<file path="src/rtl/yj_basic_pkg.sv">
`default_nettype none
// ============================================================================
// Module   : yj_basic_pkg
// Purpose  : Shared helpers for the yj_basic signal-sync/filter blocks.
//            - clog2()        : ceiling log2, sizes the filter counter
//            - stages_legal() : synchronizer depth range check
//            - filt_legal()   : filter threshold range check
//            - edge_e/edge_of : classify a level transition
// Ports    : none (package)
// Revision : 1.0 - initial release
// ============================================================================
package yj_basic_pkg;

  localparam int c_stages_min = 2;
  localparam int c_stages_max = 4;
  localparam int c_filt_min   = 0;
  localparam int c_filt_max   = 255;

  typedef enum logic [1:0] {
    EDGE_NONE = 2'd0,
    EDGE_RISE = 2'd1,
    EDGE_FALL = 2'd2
  } edge_e;

  // Smallest r with 2**r >= value; clog2(1) == 0.
  function automatic int clog2(input int value);
    int r;
    r = 0;
    while ((1 << r) < value) begin
      r = r + 1;
    end
    return r;
  endfunction

  function automatic bit stages_legal(input int stages);
    return (stages >= c_stages_min) && (stages <= c_stages_max);
  endfunction

  function automatic bit filt_legal(input int filt);
    return (filt >= c_filt_min) && (filt <= c_filt_max);
  endfunction

  function automatic edge_e edge_of(input logic cur, input logic nxt);
    if (!cur && nxt) begin
      return EDGE_RISE;
    end else if (cur && !nxt) begin
      return EDGE_FALL;
    end else begin
      return EDGE_NONE;
    end
  endfunction

endpackage : yj_basic_pkg
`default_nettype wire

</file>
<file path="src/rtl/yj_basic_signal_sync_filter_if.sv">
`default_nettype none
// ============================================================================
// Module   : yj_basic_signal_sync_filter_if
// Purpose  : Signal bundle between the raw-input producer and the
//            synchronizer/filter block.
//   en   : sample-enable tick for the filter counters (producer -> filter)
//   din  : asynchronous raw levels, NCH bits           (producer -> filter)
//   dout : filtered, synchronized levels               (filter -> consumer)
//   rise : one-cycle 0->1 pulse per channel            (filter -> consumer)
//   fall : one-cycle 1->0 pulse per channel            (filter -> consumer)
//   chg  : registered OR of rise|fall                  (filter -> consumer)
// Modports : master (drives en/din), slave (the filter block)
// Revision : 1.0 - initial release
// ============================================================================
interface yj_basic_signal_sync_filter_if #(
  parameter int NCH = 8
);
  logic           en;
  logic [NCH-1:0] din;
  logic [NCH-1:0] dout;
  logic [NCH-1:0] rise;
  logic [NCH-1:0] fall;
  logic           chg;

  modport master (
    output en,
    output din,
    input  dout,
    input  rise,
    input  fall,
    input  chg
  );

  modport slave (
    input  en,
    input  din,
    output dout,
    output rise,
    output fall,
    output chg
  );

endinterface : yj_basic_signal_sync_filter_if
`default_nettype wire

</file>
<file path="src/rtl/yj_basic_debounce_ch.sv">
`default_nettype none
// ============================================================================
// Module   : yj_basic_debounce_ch
// Purpose  : One channel: STAGES-deep synchronizer, stability filter of FILT
//            enabled samples (FILT == 0 bypasses it), registered edge pulses.
// Ports    :
//   CLK      in  clock, rising edge
//   RST      in  synchronous active-high reset
//   en       in  filter sample-enable tick
//   din      in  asynchronous raw level
//   dout     out filtered, synchronized level
//   rise     out one-cycle pulse coincident with dout going 0->1
//   fall     out one-cycle pulse coincident with dout going 1->0
//   chg_next out combinational "dout changes on the next edge" flag, used by
//                the top level to build its registered chg output
// Revision : 1.0 - initial release
// ============================================================================
module yj_basic_debounce_ch
  import yj_basic_pkg::*;
#(
  parameter int   STAGES     = 2,
  parameter int   FILT       = 4,
  parameter logic RSTVAL_BIT = 1'b0
) (
  input  wire  CLK,
  input  wire  RST,
  input  wire  en,
  input  wire  din,
  output logic dout,
  output logic rise,
  output logic fall,
  output logic chg_next
);

  // Synchronizer chain: a plain shift register with nothing between flops,
  // so every stage gets a full cycle to resolve.
  logic [STAGES-1:0] r_sync;
  logic              w_s;

  always_ff @(posedge CLK) begin
    if (RST) begin
      r_sync <= {STAGES{RSTVAL_BIT}};
    end else begin
      r_sync <= {r_sync[STAGES-2:0], din};
    end
  end

  assign w_s = r_sync[STAGES-1];

  logic  r_dout;
  logic  r_rise;
  logic  r_fall;
  logic  w_dout_next;
  edge_e w_edge;

  generate
    if (FILT > 0) begin : g_filt
      localparam int CW = clog2(FILT + 1);

      logic [CW-1:0] r_cnt;
      logic [CW-1:0] w_cnt_next;

      // Any return of s to dout clears the count, so partial counts from an
      // earlier excursion never help a later one. The count tops out at
      // FILT-1 where it either commits or clears, so it cannot wrap.
      always_comb begin
        w_dout_next = r_dout;
        w_cnt_next  = r_cnt;
        if (w_s == r_dout) begin
          w_cnt_next = '0;
        end else if (en) begin
          if (r_cnt == CW'(FILT - 1)) begin
            w_dout_next = w_s;
            w_cnt_next  = '0;
          end else begin
            w_cnt_next = r_cnt + CW'(1);
          end
        end
      end

      always_ff @(posedge CLK) begin
        if (RST) begin
          r_cnt <= '0;
        end else begin
          r_cnt <= w_cnt_next;
        end
      end
    end else begin : g_bypass
      // Without a filter the enable has no meaning.
      logic w_unused_en;
      assign w_unused_en = en;
      assign w_dout_next = w_s;
    end
  endgenerate

  assign w_edge = edge_of(r_dout, w_dout_next);

  // Edge flops are loaded from the same next-state as dout, so the pulse
  // appears in the very cycle dout first shows the new level. Reset forces
  // dout and the pulses together, so reset never creates an edge.
  always_ff @(posedge CLK) begin
    if (RST) begin
      r_dout <= RSTVAL_BIT;
      r_rise <= 1'b0;
      r_fall <= 1'b0;
    end else begin
      r_dout <= w_dout_next;
      r_rise <= (w_edge == EDGE_RISE);
      r_fall <= (w_edge == EDGE_FALL);
    end
  end

  assign dout     = r_dout;
  assign rise     = r_rise;
  assign fall     = r_fall;
  assign chg_next = (w_edge != EDGE_NONE);

endmodule : yj_basic_debounce_ch
`default_nettype wire

</file>
<file path="src/rtl/yj_basic_signal_sync_filter.sv">
`default_nettype none
// ============================================================================
// Module   : yj_basic_signal_sync_filter
// Purpose  : NCH-channel synchronizer with per-channel stability filter and
//            edge detection for asynchronous level inputs.
// Ports    :
//   CLK  in  clock, rising edge
//   RST  in  synchronous active-high reset
//   bus  slave modport of yj_basic_signal_sync_filter_if:
//        en, din in; dout, rise, fall, chg out
// Parameters:
//   NCH    channel count
//   STAGES synchronizer depth, 2..4
//   FILT   stability threshold in enabled samples, 0 = bypass, 0..255
//   RSTVAL per-channel reset level of the sync chain and dout
// Revision : 1.0 - initial release
// ============================================================================
module yj_basic_signal_sync_filter
  import yj_basic_pkg::*;
#(
  parameter int             NCH    = 8,
  parameter int             STAGES = 2,
  parameter int             FILT   = 4,
  parameter logic [NCH-1:0] RSTVAL = {NCH{1'b0}}
) (
  input  wire                          CLK,
  input  wire                          RST,
  yj_basic_signal_sync_filter_if.slave bus
);

  generate
    if (!stages_legal(STAGES)) begin : g_err_stages
      $error("yj_basic_signal_sync_filter: STAGES=%0d outside 2..4", STAGES);
    end
    if (!filt_legal(FILT)) begin : g_err_filt
      $error("yj_basic_signal_sync_filter: FILT=%0d outside 0..255", FILT);
    end
  endgenerate

  logic [NCH-1:0] w_dout;
  logic [NCH-1:0] w_rise;
  logic [NCH-1:0] w_fall;
  logic [NCH-1:0] w_chg_next;
  logic           r_chg;

  generate
    for (genvar i = 0; i < NCH; i++) begin : g_ch
      yj_basic_debounce_ch #(
        .STAGES     (STAGES),
        .FILT       (FILT),
        .RSTVAL_BIT (RSTVAL[i])
      ) u_ch (
        .CLK      (CLK),
        .RST      (RST),
        .en       (bus.en),
        .din      (bus.din[i]),
        .dout     (w_dout[i]),
        .rise     (w_rise[i]),
        .fall     (w_fall[i]),
        .chg_next (w_chg_next[i])
      );
    end
  endgenerate

  // Registered from the channels' next-state comparison rather than from
  // the registered pulses, so chg lines up with rise/fall instead of
  // trailing them by a cycle.
  always_ff @(posedge CLK) begin
    if (RST) begin
      r_chg <= 1'b0;
    end else begin
      r_chg <= |w_chg_next;
    end
  end

  assign bus.dout = w_dout;
  assign bus.rise = w_rise;
  assign bus.fall = w_fall;
  assign bus.chg  = r_chg;

endmodule : yj_basic_signal_sync_filter
`default_nettype wire

</file>
<file path="src/flat_wrapper.sv">
// flat-port wrapper written by rule: the top's interface ports become plain ports
module yj_basic_signal_sync_filter_flat import yj_basic_pkg::*;
#(
  parameter int             NCH    = 8,
  parameter int             STAGES = 2,
  parameter int             FILT   = 4,
  parameter logic [NCH-1:0] RSTVAL = {NCH{1'b0}}
)
  (CLK, RST, bus_en, bus_din, bus_dout, bus_rise, bus_fall, bus_chg);
  yj_basic_signal_sync_filter_if #(.NCH(NCH)) bus_i ();
  input  wire CLK;
  input  wire RST;
  input wire logic [$bits(bus_i.en)-1:0] bus_en;
  input wire logic [$bits(bus_i.din)-1:0] bus_din;
  output wire logic [$bits(bus_i.dout)-1:0] bus_dout;
  output wire logic [$bits(bus_i.rise)-1:0] bus_rise;
  output wire logic [$bits(bus_i.fall)-1:0] bus_fall;
  output wire logic [$bits(bus_i.chg)-1:0] bus_chg;
  assign bus_i.en = bus_en;
  assign bus_i.din = bus_din;
  assign bus_dout = bus_i.dout;
  assign bus_rise = bus_i.rise;
  assign bus_fall = bus_i.fall;
  assign bus_chg = bus_i.chg;
  yj_basic_signal_sync_filter #(.NCH(NCH), .STAGES(STAGES), .FILT(FILT), .RSTVAL(RSTVAL)) u_core (.CLK(CLK), .RST(RST), .bus(bus_i));
endmodule
</file>
<file path="config.mk">
export PLATFORM = sky130hd
export DESIGN_NAME = yj_basic_signal_sync_filter_flat
export DESIGN_NICKNAME = d
export VERILOG_FILES = /design/src/rtl/yj_basic_pkg.sv /design/src/rtl/yj_basic_signal_sync_filter_if.sv /design/src/rtl/yj_basic_debounce_ch.sv /design/src/rtl/yj_basic_signal_sync_filter.sv /design/src/flat_wrapper.sv
export SDC_FILE = /design/constraint.sdc
export NUM_CORES = 1
export LEC_CHECK = 0
export BUFFER_PORTS_ARGS = -buffer_cell sky130_fd_sc_hd__buf_2
export CAP_MARGIN = 20
export CORE_ASPECT_RATIO = 2
export CORE_MARGIN = 1
export CORE_UTILIZATION = 45
export DETAILED_ROUTE_END_ITERATION = 6
export MAX_ROUTING_LAYER = met4
export PLACE_DENSITY = 0.67
export SLEW_MARGIN = 20
export SYNTH_ARGS = -nofsm -noshare
export SYNTH_HDL_FRONTEND = slang
export SYNTH_SLANG_ARGS = --single-unit
export TNS_END_PERCENT = 20
</file>
<file path="constraint.sdc">
create_clock -name CLK -period 1.6 [get_ports CLK]
set_input_delay 0 -clock CLK [delete_from_list [all_inputs] [get_ports CLK]]
set_output_delay 0 -clock CLK [all_outputs]
set_load 0.1 [all_outputs]
</file>
==> key figures <==
Yosys
  • Ys async rst share: 0%
  • Synth Flop Type: dfxtp_1
  • Unique masters post-synth: 26
  • Synthesis Warnings: 0
  • Most area-consuming cells after synthesis: dfxtp_1 (44%), ha_1 (10%), nor2b_1 (9.1%)
  • Synth Area per Inst: around 10 um2
  • Register area share after synthesis: a little over two fifths
  • Post-Syn Nets: roughly 330
  • EDFF count, synth: 0
  • Synth Cell Area: 2960 um2
  • Number of synthesized register bits: 65
  • Syn Inst Count: 296
  • Share of the synthesized area in the top cell type: roughly 44%
  • Synth area leader: dfxtp_1

Place
  • Hpwl dp: between 3 and 4 mm
  • Placed Area: roughly 3100 um2
  • RePlAce Congestion: roughly 0.76
  • I/O Buffers: 35
  • Cells after DPL: slightly below 400
  • Worst slack at placement: -62.8 ps

Pwr
  • VDD IR max: around 0.00075 V
  • Power, Total: 3.70 mW
  • Power per cell area: approximately 1000 nW/um2
  • P_leak: between 1.5 and 2 nW

Worst setup path
  • Worst Setup EP: u_core.bus.chg$_SDFF_PP0_
  • Buf+Inv Stages, Crit Path: 1
  • Crit Path Max Fanout: 3
  • CP max stage delay: 340 ps
  • Worst Reg-to-Reg Cells: 8
  • Crit start category: register
  • Worst path required time: around 1800 ps
  • CP Depth: 8
  • CP startpoint: u_core.g_ch[2].u_ch.g_filt.r_cnt[0]$_SDFFE_PP0P_
  • Worst R2R Start: u_core.g_ch[2].u_ch.g_filt.r_cnt[0]$_SDFFE_PP0P_
  • Largest delay contributor family on the critical path: adder cells
  • Crit-path cells: ha_4 -> nand3b_1 -> mux2i_2 -> inv_1 -> ha_4 -> nand4_1 -> nor2_1 -> nor2_1
  • Reg-to-reg endpoint: u_core.bus.chg$_SDFF_PP0_
  • CP Class: reg -> reg
  • Slowest CP cell: dfxtp_2
  • CP arrival: ~1800 ps
  • Critical Path End Type: register
  • Flop2flop setup slack: between 15 and 20 ps

Routing
  • DR WL met3: around 170 um
  • Drt pass-1 iters: 3
  • Max Used Layer: met4
  • Initial DRC count: 50
  • Via count: 1,899
  • Vias per std cell: approximately 4.5
  • Routed met2 length: roughly 2.3 mm
  • Met1 wire length: between 1.5 and 2 mm
  • Final antenna-violating net count: 0
  • WL final: 4.45 mm
  • Post-DR wirelength/cell: approximately 10 um
  • Residual DRC: 0

Global routing
  • Vias in the first global route: approximately 1,700
  • Total Routing Usage GR: around 15%
  • Pin count of the biggest net entering global routing: between 50 and 60
  • GR Overflow Total: 0
  • First-pass GRT wire length: roughly 7.2 mm
  • Initial antenna violation count: 0

Finish
  • Layout cells sized above 1: 28.8%
  • Final #Nets: ~370
  • Ant diodes: 0
  • Leading cell type in the layout, fill and taps excluded: dfxtp_1
  • Final Util: between 50% and 60%
  • Fin area: ~3600 um2
  • Fin cells: roughly 430
  • Most frequent cells in the layout: dfxtp_1 (58), nor2b_1 (43), buf_2 (35)
  • Area grow syn2layout: 22.8%

Clock tree
  • CTS max path bufs: 2
  • Clock Latency Late Sink: between 300 and 400 ps
  • Clock sink count: between 60 and 70
  • CTS H-Tree Depth: 3
  • Worst-path clk slew: 50 ps
  • CTS tree: done
  • Clock root cell: clkbuf_16
  • CTS Buf Count: 9

Timing
  • Final Hold Fails: 0
  • Clk_skew: between 5 and 6 ps
  • Fin crit period: ~1600 ps
  • Final Cycle Share: between 90 and 100%
  • Worst rel slew slack: 67.5%
  • Slew Viols, Final: 0
  • Final Setup Violations: 0
  • Setup WS post-layout: 15.1 ps
  • TNS Setup: 0 ps
  • Worst-margin pin slew: between 400 and 500 ps
  • Worst hold slack: about 110 ps
  • Achievable frequency: approximately 630 MHz
  • RSZ-0062 raised after global routing: yes

Floorplanning
  • Initial Util: about 47%
  • Ports: 36
  • Core area: roughly 6300 um2
  • Die Area: approximately 6900 um2
  • Die X-Extent: 59.3 um
  • # rows: 41
  • Chip Height: between 100 and 150 um

Run
  • MaxCap Viol Count: 0

Hold path
  • Hold Path Class: in -> reg

Run status
  • Status: complete, no violations
## worst min-delay path by stage
stage               start                                       end  slack [ps]  cells after the start
6_report              RST       u_core.g_ch[2].u_ch.dout$_SDFF_PP0_         110                      3
5_1_grt               RST       u_core.g_ch[2].u_ch.dout$_SDFF_PP0_         120                      3
4_1_cts               RST       u_core.g_ch[2].u_ch.dout$_SDFF_PP0_         110                      3
3_5_place_dp   bus_din[1]  u_core.g_ch[1].u_ch.r_sync[0]$_SDFF_PP0_         210                      2
3_3_place_gp   bus_din[3]  u_core.g_ch[3].u_ch.r_sync[0]$_SDFF_PP0_         210                      2
2_1_floorplan  bus_din[0]  u_core.g_ch[0].u_ch.r_sync[0]$_SDFF_PP0_         130                      1
## timing repair
item	4_1_cts	5_1_grt
pin swaps	2	7
buffers inserted	1	4
hold buffers	8	0
endpoints found under the hold margin	8	0
resized for setup	5	16
endpoints found under the setup margin	1	1
## layer usage
metal | up-vias | track usage, %
li1 | 990 | -
met1 | 870 | 13.3
met2 | 30 | 25.4
met3 | 9 | 5.98
met4 | 0 | 11.1
met5 | - | -
## registers in the layout, indices dropped and copies added (netlist names)
name / cells
u_core.bus.chg: 1
u_core.g_ch.u_ch.dout: 8
u_core.g_ch.u_ch.g_filt.r_cnt: 24
u_core.g_ch.u_ch.r_sync: 16
u_core.g_ch.u_ch.fall: 8
u_core.g_ch.u_ch.rise: 8
## power by group
group	switching [mW]	total [mW]	internal, mW
clock	0.639	1.91	1.27
combinational	0.0643	0.133	0.0685
sequential	0.0123	1.66	1.64
## final cells by class
type	instances	area (um2)
well taps	86	108
inverters	16	60.1
flip-flops and latches	65	1310
clock buffers	12	256
clock inverters	3	40.0
repair buffers	64	438
multi-input cells	180	1420
fillers	565	2680
## tightest hold or removal path, delay by kind of cell
kind | cells | cell delay (ps)
simple gates | 1 | 110
buf+inv | 2 | 280
## synth_stat cells, types with 4 or more instances
library cell	count
ha_1	24
nor2b_1	43
xor2_1	5
dfxtp_1	65
inv_1	16
nor3_1	6
buf_4	24
nor2_1	26
mux2i_2	6
and2b_1	6
a21oi_1	9
nand3b_4	6
clkbuf_1	4
nand2_1	13
nand2b_1	15
mux2i_1	6
## kinds of logic (layout without fill, tap and decap cells)
logic type | Yosys count | count (layout) | share of synthesized area [%]
AO/OA/AOI/OAI | 12 | 12 | 2.16
XOR/XNOR | 8 | 8 | 2.37
adder cells (fa/ha/maj) | 24 | 24 | 10.1
buffers and inverters | 51 | 95 | 10.7
flip-flops | 65 | 65 | 44.0
multiplexers | 12 | 12 | 4.82
AND/OR/NAND/NOR | 124 | 124 | 25.8
Power figures use the tool's default switching activity.
